[src/rtl/pattern_detector_if.sv]
// Serial pattern-detector bus: stream, pattern-load and counter controls plus detection outputs.
// The stream/control side is the master; pattern_detector is the slave.
interface pattern_detector_if #(
    parameter int unsigned WIDTH     = 3,
    parameter int unsigned CNT_WIDTH = 16
);
    logic                 en;
    logic                 si;
    logic                 overlap;
    logic [WIDTH-1:0]     pattern_in;
    logic                 pattern_load;
    logic                 count_clear;
    logic                 detected;
    logic [CNT_WIDTH-1:0] match_count;

    modport master (
        output en, si, overlap, pattern_in, pattern_load, count_clear,
        input  detected, match_count
    );

    modport slave (
        input  en, si, overlap, pattern_in, pattern_load, count_clear,
        output detected, match_count
    );
endinterface

[src/rtl/pattern_detector.sv]
// Parametrised serial bit-pattern detector with run-time pattern reload and overlap select.
// Optional saturating match counter built only when PATTERN_DETECTOR_COUNTER_EN is defined.
module pattern_detector #(
    parameter int unsigned         WIDTH     = 3,
    parameter logic [WIDTH-1:0]    PATTERN   = WIDTH'(3'b110),
    parameter int unsigned         CNT_WIDTH = 16
) (
    input  logic                 clk,
    input  logic                 reset,
    pattern_detector_if.slave    io_bus
);
    localparam int unsigned        FillW    = $clog2(WIDTH + 1);
    localparam logic [FillW-1:0]   FillFull = FillW'(WIDTH);
    localparam logic [FillW-1:0]   FillLast = FillW'(WIDTH - 1);

    logic [WIDTH-1:0] r_pat;
    logic [WIDTH-1:0] r_hist;
    logic [FillW-1:0] r_fill;
    logic             r_detected;

    logic [WIDTH-1:0] w_nxt;
    logic [FillW-1:0] w_fill_next;
    logic             w_accept;
    logic             w_match;
    logic             w_detected_next;

    // A load in the same cycle swallows the presented bit.
    assign w_accept = io_bus.en & ~io_bus.pattern_load;
    assign w_nxt    = {r_hist[WIDTH-2:0], io_bus.si};
    assign w_match  = w_accept && (r_fill >= FillLast) && (w_nxt == r_pat);

    // fill is the FSM state: FILL_0 .. FILL_(W-1), ARMED == WIDTH.
    always_ff @(posedge clk) begin
        if (reset) begin
            r_fill <= '0;
        end else begin
            r_fill <= w_fill_next;
        end
    end

    always_comb begin
        w_fill_next = r_fill;
        if (io_bus.pattern_load) begin
            w_fill_next = '0;
        end else if (w_accept) begin
            if (w_match && !io_bus.overlap) begin
                w_fill_next = '0;
            end else if (r_fill != FillFull) begin
                w_fill_next = r_fill + 1'b1;
            end
        end
    end

    always_comb begin
        w_detected_next = w_match;
    end

    always_ff @(posedge clk) begin
        if (reset) begin
            r_pat      <= PATTERN;
            r_hist     <= '0;
            r_detected <= 1'b0;
        end else begin
            r_detected <= w_detected_next;
            if (io_bus.pattern_load) begin
                r_pat <= io_bus.pattern_in;
            end else if (io_bus.en) begin
                r_hist <= w_nxt;
            end
        end
    end

    assign io_bus.detected = r_detected;

`ifdef PATTERN_DETECTOR_COUNTER_EN
    localparam logic [CNT_WIDTH-1:0] CntMax = {CNT_WIDTH{1'b1}};

    logic [CNT_WIDTH-1:0] r_count;

    // Clear wins over a coincident match; the count sticks at all-ones.
    always_ff @(posedge clk) begin
        if (reset) begin
            r_count <= '0;
        end else if (io_bus.count_clear) begin
            r_count <= '0;
        end else if (w_match && (r_count != CntMax)) begin
            r_count <= r_count + 1'b1;
        end
    end

    assign io_bus.match_count = r_count;
`else
    logic w_unused_count_clear;

    assign w_unused_count_clear = io_bus.count_clear;
    assign io_bus.match_count   = '0;
`endif
endmodule

[src/flat_wrapper.sv]
// flat-port wrapper written by rule: the top's interface ports become plain ports
module pattern_detector_flat 
#(
    parameter int unsigned         WIDTH     = 3,
    parameter logic [WIDTH-1:0]    PATTERN   = WIDTH'(3'b110),
    parameter int unsigned         CNT_WIDTH = 16
)
  (clk, reset, io_bus_en, io_bus_si, io_bus_overlap, io_bus_pattern_in, io_bus_pattern_load, io_bus_count_clear, io_bus_detected, io_bus_match_count);
  pattern_detector_if #(.WIDTH(WIDTH), .CNT_WIDTH(CNT_WIDTH)) io_bus_i ();
  input  logic clk;
  input  logic reset;
  input wire logic [$bits(io_bus_i.en)-1:0] io_bus_en;
  input wire logic [$bits(io_bus_i.si)-1:0] io_bus_si;
  input wire logic [$bits(io_bus_i.overlap)-1:0] io_bus_overlap;
  input wire logic [$bits(io_bus_i.pattern_in)-1:0] io_bus_pattern_in;
  input wire logic [$bits(io_bus_i.pattern_load)-1:0] io_bus_pattern_load;
  input wire logic [$bits(io_bus_i.count_clear)-1:0] io_bus_count_clear;
  output wire logic [$bits(io_bus_i.detected)-1:0] io_bus_detected;
  output wire logic [$bits(io_bus_i.match_count)-1:0] io_bus_match_count;
  assign io_bus_i.en = io_bus_en;
  assign io_bus_i.si = io_bus_si;
  assign io_bus_i.overlap = io_bus_overlap;
  assign io_bus_i.pattern_in = io_bus_pattern_in;
  assign io_bus_i.pattern_load = io_bus_pattern_load;
  assign io_bus_i.count_clear = io_bus_count_clear;
  assign io_bus_detected = io_bus_i.detected;
  assign io_bus_match_count = io_bus_i.match_count;
  pattern_detector #(.WIDTH(WIDTH), .PATTERN(PATTERN), .CNT_WIDTH(CNT_WIDTH)) u_core (.clk(clk), .reset(reset), .io_bus(io_bus_i));
endmodule
[config.mk]
export PLATFORM = sky130hd
export DESIGN_NAME = pattern_detector_flat
export DESIGN_NICKNAME = d
export VERILOG_FILES = /design/src/rtl/pattern_detector_if.sv /design/src/rtl/pattern_detector.sv /design/src/flat_wrapper.sv
export SDC_FILE = /design/constraint.sdc
export NUM_CORES = 1
export LEC_CHECK = 0
export ABC_CLOCK_PERIOD_IN_PS = 2250
export CAP_MARGIN = 30
export CORE_MARGIN = 5
export CORE_UTILIZATION = 41
export DETAILED_ROUTE_END_ITERATION = 12
export PLACE_DENSITY = 0.85
export SYNTH_ARGS = -nofsm -noshare
export SYNTH_HDL_FRONTEND = slang
export SYNTH_SLANG_ARGS = --single-unit
[constraint.sdc]
create_clock -name clk -period 2.25 [get_ports clk]
set_input_delay 0.225 -clock clk [delete_from_list [all_inputs] [get_ports clk]]
set_output_delay 0.225 -clock clk [all_outputs]
set_load 0.02 [all_outputs]
### After elaboration in Yosys (flattened, before gate mapping)

Index checks and enable logic that the tools add are counted.
Widths: inputs -> output; s select.

* input bits: 10
* output and inout bits: 17
* register bits after elaboration: 8
* logic and storage cells: 20

* equal/unequal tests: 2
* $lt $le $gt $ge: 1
* reductions and logical operators: 8
* bitwise operators: 2
* multiplexer cells: 2
* add/sub/neg operators: 1

Operators by type and width (count)
* $mux 2: 2
* $reduce_and 2->1: 2
* $eq 3x3->1: 1
* $logic_and 1x1->1: 3
* $add 2x1->2 const B: 1
* $ge 2x2->1 const B: 1
* $ne 2x2->1 const B: 1
* $reduce_bool 2->1: 1
* $reduce_or 2->1: 1
* $and 1x1->1: 1
* $logic_not 1->1: 1
* $not 1->1: 1

### Logic depth before layout (Yosys ltp)

* depth after elaboration: 7
* depth in mapped cells: 5

### Worst setup path after synthesis

OpenSTA, ideal clock, no wires.

* path type: register -> register
* start: register u_core.r_fill[0]
* end: register u_core.r_detected (netlist: u_core.io_bus.detected)
* path slack: 1.186 ns
* period minus slack after synthesis: 1.064 ns
* stages on the path, launching flop included: 6
* arrival: 0.948 ns
* required time: 2.134 ns
* path buffers: 0
* cells stage by stage: dfxtp_1 inv_1 ha_1 nor2_1 nor3_4 and3b_1

* cells in the longest elaborated chain, start to end: 3

Ends and longest elaborated chain
* start, declared: RTL line pattern_detector.sv:18 `logic [FillW-1:0] r_fill;`
* start signal, assigned: RTL line pattern_detector.sv:37 `r_fill <= w_fill_next;`
* $ge 2x2->1: RTL line pattern_detector.sv:30 `assign w_match = w_accept && (r_fill >= FillLast) && (w_nxt == r_pat);`
* $logic_and 1x1->1 (2 in series): RTL line pattern_detector.sv:30
* end signal, assigned: RTL line pattern_detector.sv:64 `r_detected <= w_detected_next;`
* end, declared: RTL line pattern_detector.sv:19 `logic r_detected;`

Every way passes these cells.
A chain may end at the register's enable or synchronous reset.

### Worst setup path in the final report

* start: register u_core.r_detected (netlist: u_core.io_bus.detected)
* end: output io_bus_detected

RTL lines
* end, declared: RTL line flat_wrapper.sv:18 `output wire logic [$bits(io_bus_i.detected)-1:0] io_bus_detected;`

No word-level cell between the ends.

==> impl_metrics.ini <==
[routing]
post_drt_wl_per_cell_um = 9.51
dr.first_iter.drc_count = 0
routed_wl_um = 770
viasPerCell = 4.32
drc = 0
vias = 350
drtPass1Iterations = 1
ant_nets = 0

[yosys]
synth_top_family_by_area = buffers and inverters
synth_compound_area_share_pct = 8.76
ys_async_sr_fraction_pct = 0
synth_top_area_share_pct = 28.8
synth_simple_gate_area_share_pct = 21.3
synthXorXnorAreaFrac_pct = 6.29
syn_area_um2 = 557
avgSynthCellArea_um2 = 9.94
netlist_top_cells_area = dfxtp_1 29%, buf_4 22%, mux2i_1 5.4%
yosys.area.top_type = dfxtp_1
yosys.cell_count.top_type = buf_4
yosys.area_share.adder_pct = 4.49
muxShareOfSynthArea_pct = 5.39
synth_common_cells = 16 x buf_4, 8 x dfxtp_1, 7 x nor2_1
ys_seq_area_share_pct = 28.8
synth-seq-cells = 8
ys_warn_count = 0
synth_cells = 56
synthFlopType = dfxtp_1
synth_cell_type_count = 21
synth_edf_count = 0

[clocking]
clock-root-buffer = clkbuf_4
cts_buffers = 3
cts.sinks = 8
post_cts_resized = 0
clock_path_buffers = 2
cts_tree = done
clkLatencyLatePin_ns = 0.25
clkSlewWorstSetupHoldPaths_ns = 0.05
cts_hold_buf = 0
h-tree-depth = 1
cts_setup_buffers = 0

[critical_path]
worstPathCellList = clkdlybuf4s50_1
worstSetupPathType = reg2out
start_kind = register
critPathCaptureType = output port
r2r_slack_ns = 1.10
crit_required_ns = 2.03
slowest_stage = clkdlybuf4s50_1
cp_top_family = buffers and inverters
worstPathMaxFanout = 1
timing.rr.start = u_core.r_fill[0]
max_stage_delay_ns = 0.60
worst-path-buf-inv = 1
crit_arrival_ns = 1.15
crit_path_start = u_core.io_bus.detected

[timing]
grt_setup_unrepaired = false
fmax_mhz = 728
hold_violations = 0
finalSetupViolCount = 0
timing.final.crit_period_ns = 1.37
fin_worst_skew_ns = 0.00482
slew_viol_final = 0
post-route-worst-setup-slack_ns = 0.876
final.period_utilization_pct = 61.1
setup_tns_ns = 0

[die]
pin_count = 27
die-area_mm2 = 0.00219
initial_core_util_pct = 43.3
die_w_um = 46.9
die_h_um = 46.9
placementRows = 13
core-area_mm2 = 0.00128

[global_route]
antenna_found_initial = 0
grt_pass1_vias = 314
grt_util_all_layers_pct = 7.85
grt_pass1_wl_mm = 1.14
grt-ovfl-total = 0
grt_max_degree = 11

[run]
cap_violations = 0

[power]
internal_power_mw = 0.238
finalPower_mw = 0.330
p_leak_nw = 0.285
powerDensity_mw_per_mm2 = 539
switchingPower_mw = 0.0922
swShare_pct = 27.9
seqPwrFrac_pct = 46.1
p_clk_share_pct = 31.9
ir_drop_mv = 0.275
combinationalPowerShare_pct = 22.0

[cells_and_area]
final_cells = 81
fin_nets = 80
drive_gt1_share_pct = 18.2
final_core_util_pct = 47.7
seq_area_um2 = 160
area_growth_syn_to_layout_pct = 10.1
antenna_cells = 0
multiInputGateArea_um2 = 318
fill_cells = 128

[run_status]
status = finished clean

[place]
port_buffers = 9
dp_slack_ns = 0.659
dpl.hpwl_um = 675
gp_congestion = 0.707
place_inst = 78

[worst_hold_path]
hp-class = reg2reg
min_from = u_core.r_hist[1]
-- cells in the final DEF, fill, tap and decap left out --
| master | count |
|---|---|
| a211o_2 | 2 |
| a311oi_2 | 1 |
| a31oi_1 | 1 |
| and2b_2 | 2 |
| and3b_1 | 1 |
| clkbuf_4 | 3 |
| clkdlybuf4s50_1 | 9 |
| conb_1 | 16 |
| dfxtp_1 | 8 |
| ha_1 | 2 |
| inv_1 | 1 |
| mux2i_1 | 3 |
| nand2b_4 | 1 |
| nand4bb_1 | 1 |
| nor2_1 | 7 |
| nor3_4 | 1 |
| nor3b_4 | 1 |
| o211ai_1 | 1 |
| or2_2 | 1 |
| xnor2_1 | 1 |
| xor2_1 | 3 |
-- state kept, by name, summed over array words and instances, names as in the netlist --
name                    count
u_core.r_pat                3
u_core.r_hist               2
u_core.io_bus.detected      1
u_core.r_fill               2
-- cells by family after synthesis --
logic type	count (synthesis)
buffers and inverters	18
and+or+nand+nor	15
DFF	8
AOI/OAI and AO/OA	5
xor gates and xnor gates	4
muxes	3
adders and majority gates	2
other	1
-- cell type report --
class / count / area share (%)
Timing Repair Buffer: 9 / 14.7
Sequential cell: 8 / 26.1
Multi-Input combinational cell: 45 / 51.8
Inverter: 1 / 0.612
Clock buffer: 3 / 3.67
Tap cell: 15 / 3.06
-- stage by stage --
stage / hold slack, ns / instance area (µm²)
2_1_floorplan: 0.297 / 613
3_3_place_gp: 0.499 / 591
3_5_place_dp: 0.513 / 591
4_1_cts: 0.525 / 613
5_1_grt: 0.559 / 613
6_report: 0.517 / 613
-- power by group through the flow --
stage | clock, mW | sequential, mW | combinational (mW)
detailed placement | 0 | 0.155 | 0.0725
floorplan | 0 | 0.154 | 0.0757
finish | 0.105 | 0.152 | 0.0726
global placement | 0 | 0.155 | 0.0712
global route | 0.123 | 0.153 | 0.0792
CTS | 0.112 | 0.153 | 0.0727
-- metal layers --
layer	share of wire [%]	vias up	GRT usage, %
met5	0	-	0
met4	0	0	1.66
met3	13	0	6.90
met2	58	16	14.9
met1	29	160	5.75
li1	-	174	-
-- final timing paths --
| path | endpoint | cells past startpoint |
|---|---|---|
| hold reg to reg | u_core.r_hist[1] | 2 |
| setup reg to reg | u_core.io_bus.detected | 5 |
| setup / recovery | io_bus_detected | 1 |
| hold / removal | u_core.r_hist[1] | 2 |
Power figures use the tool's default switching activity.
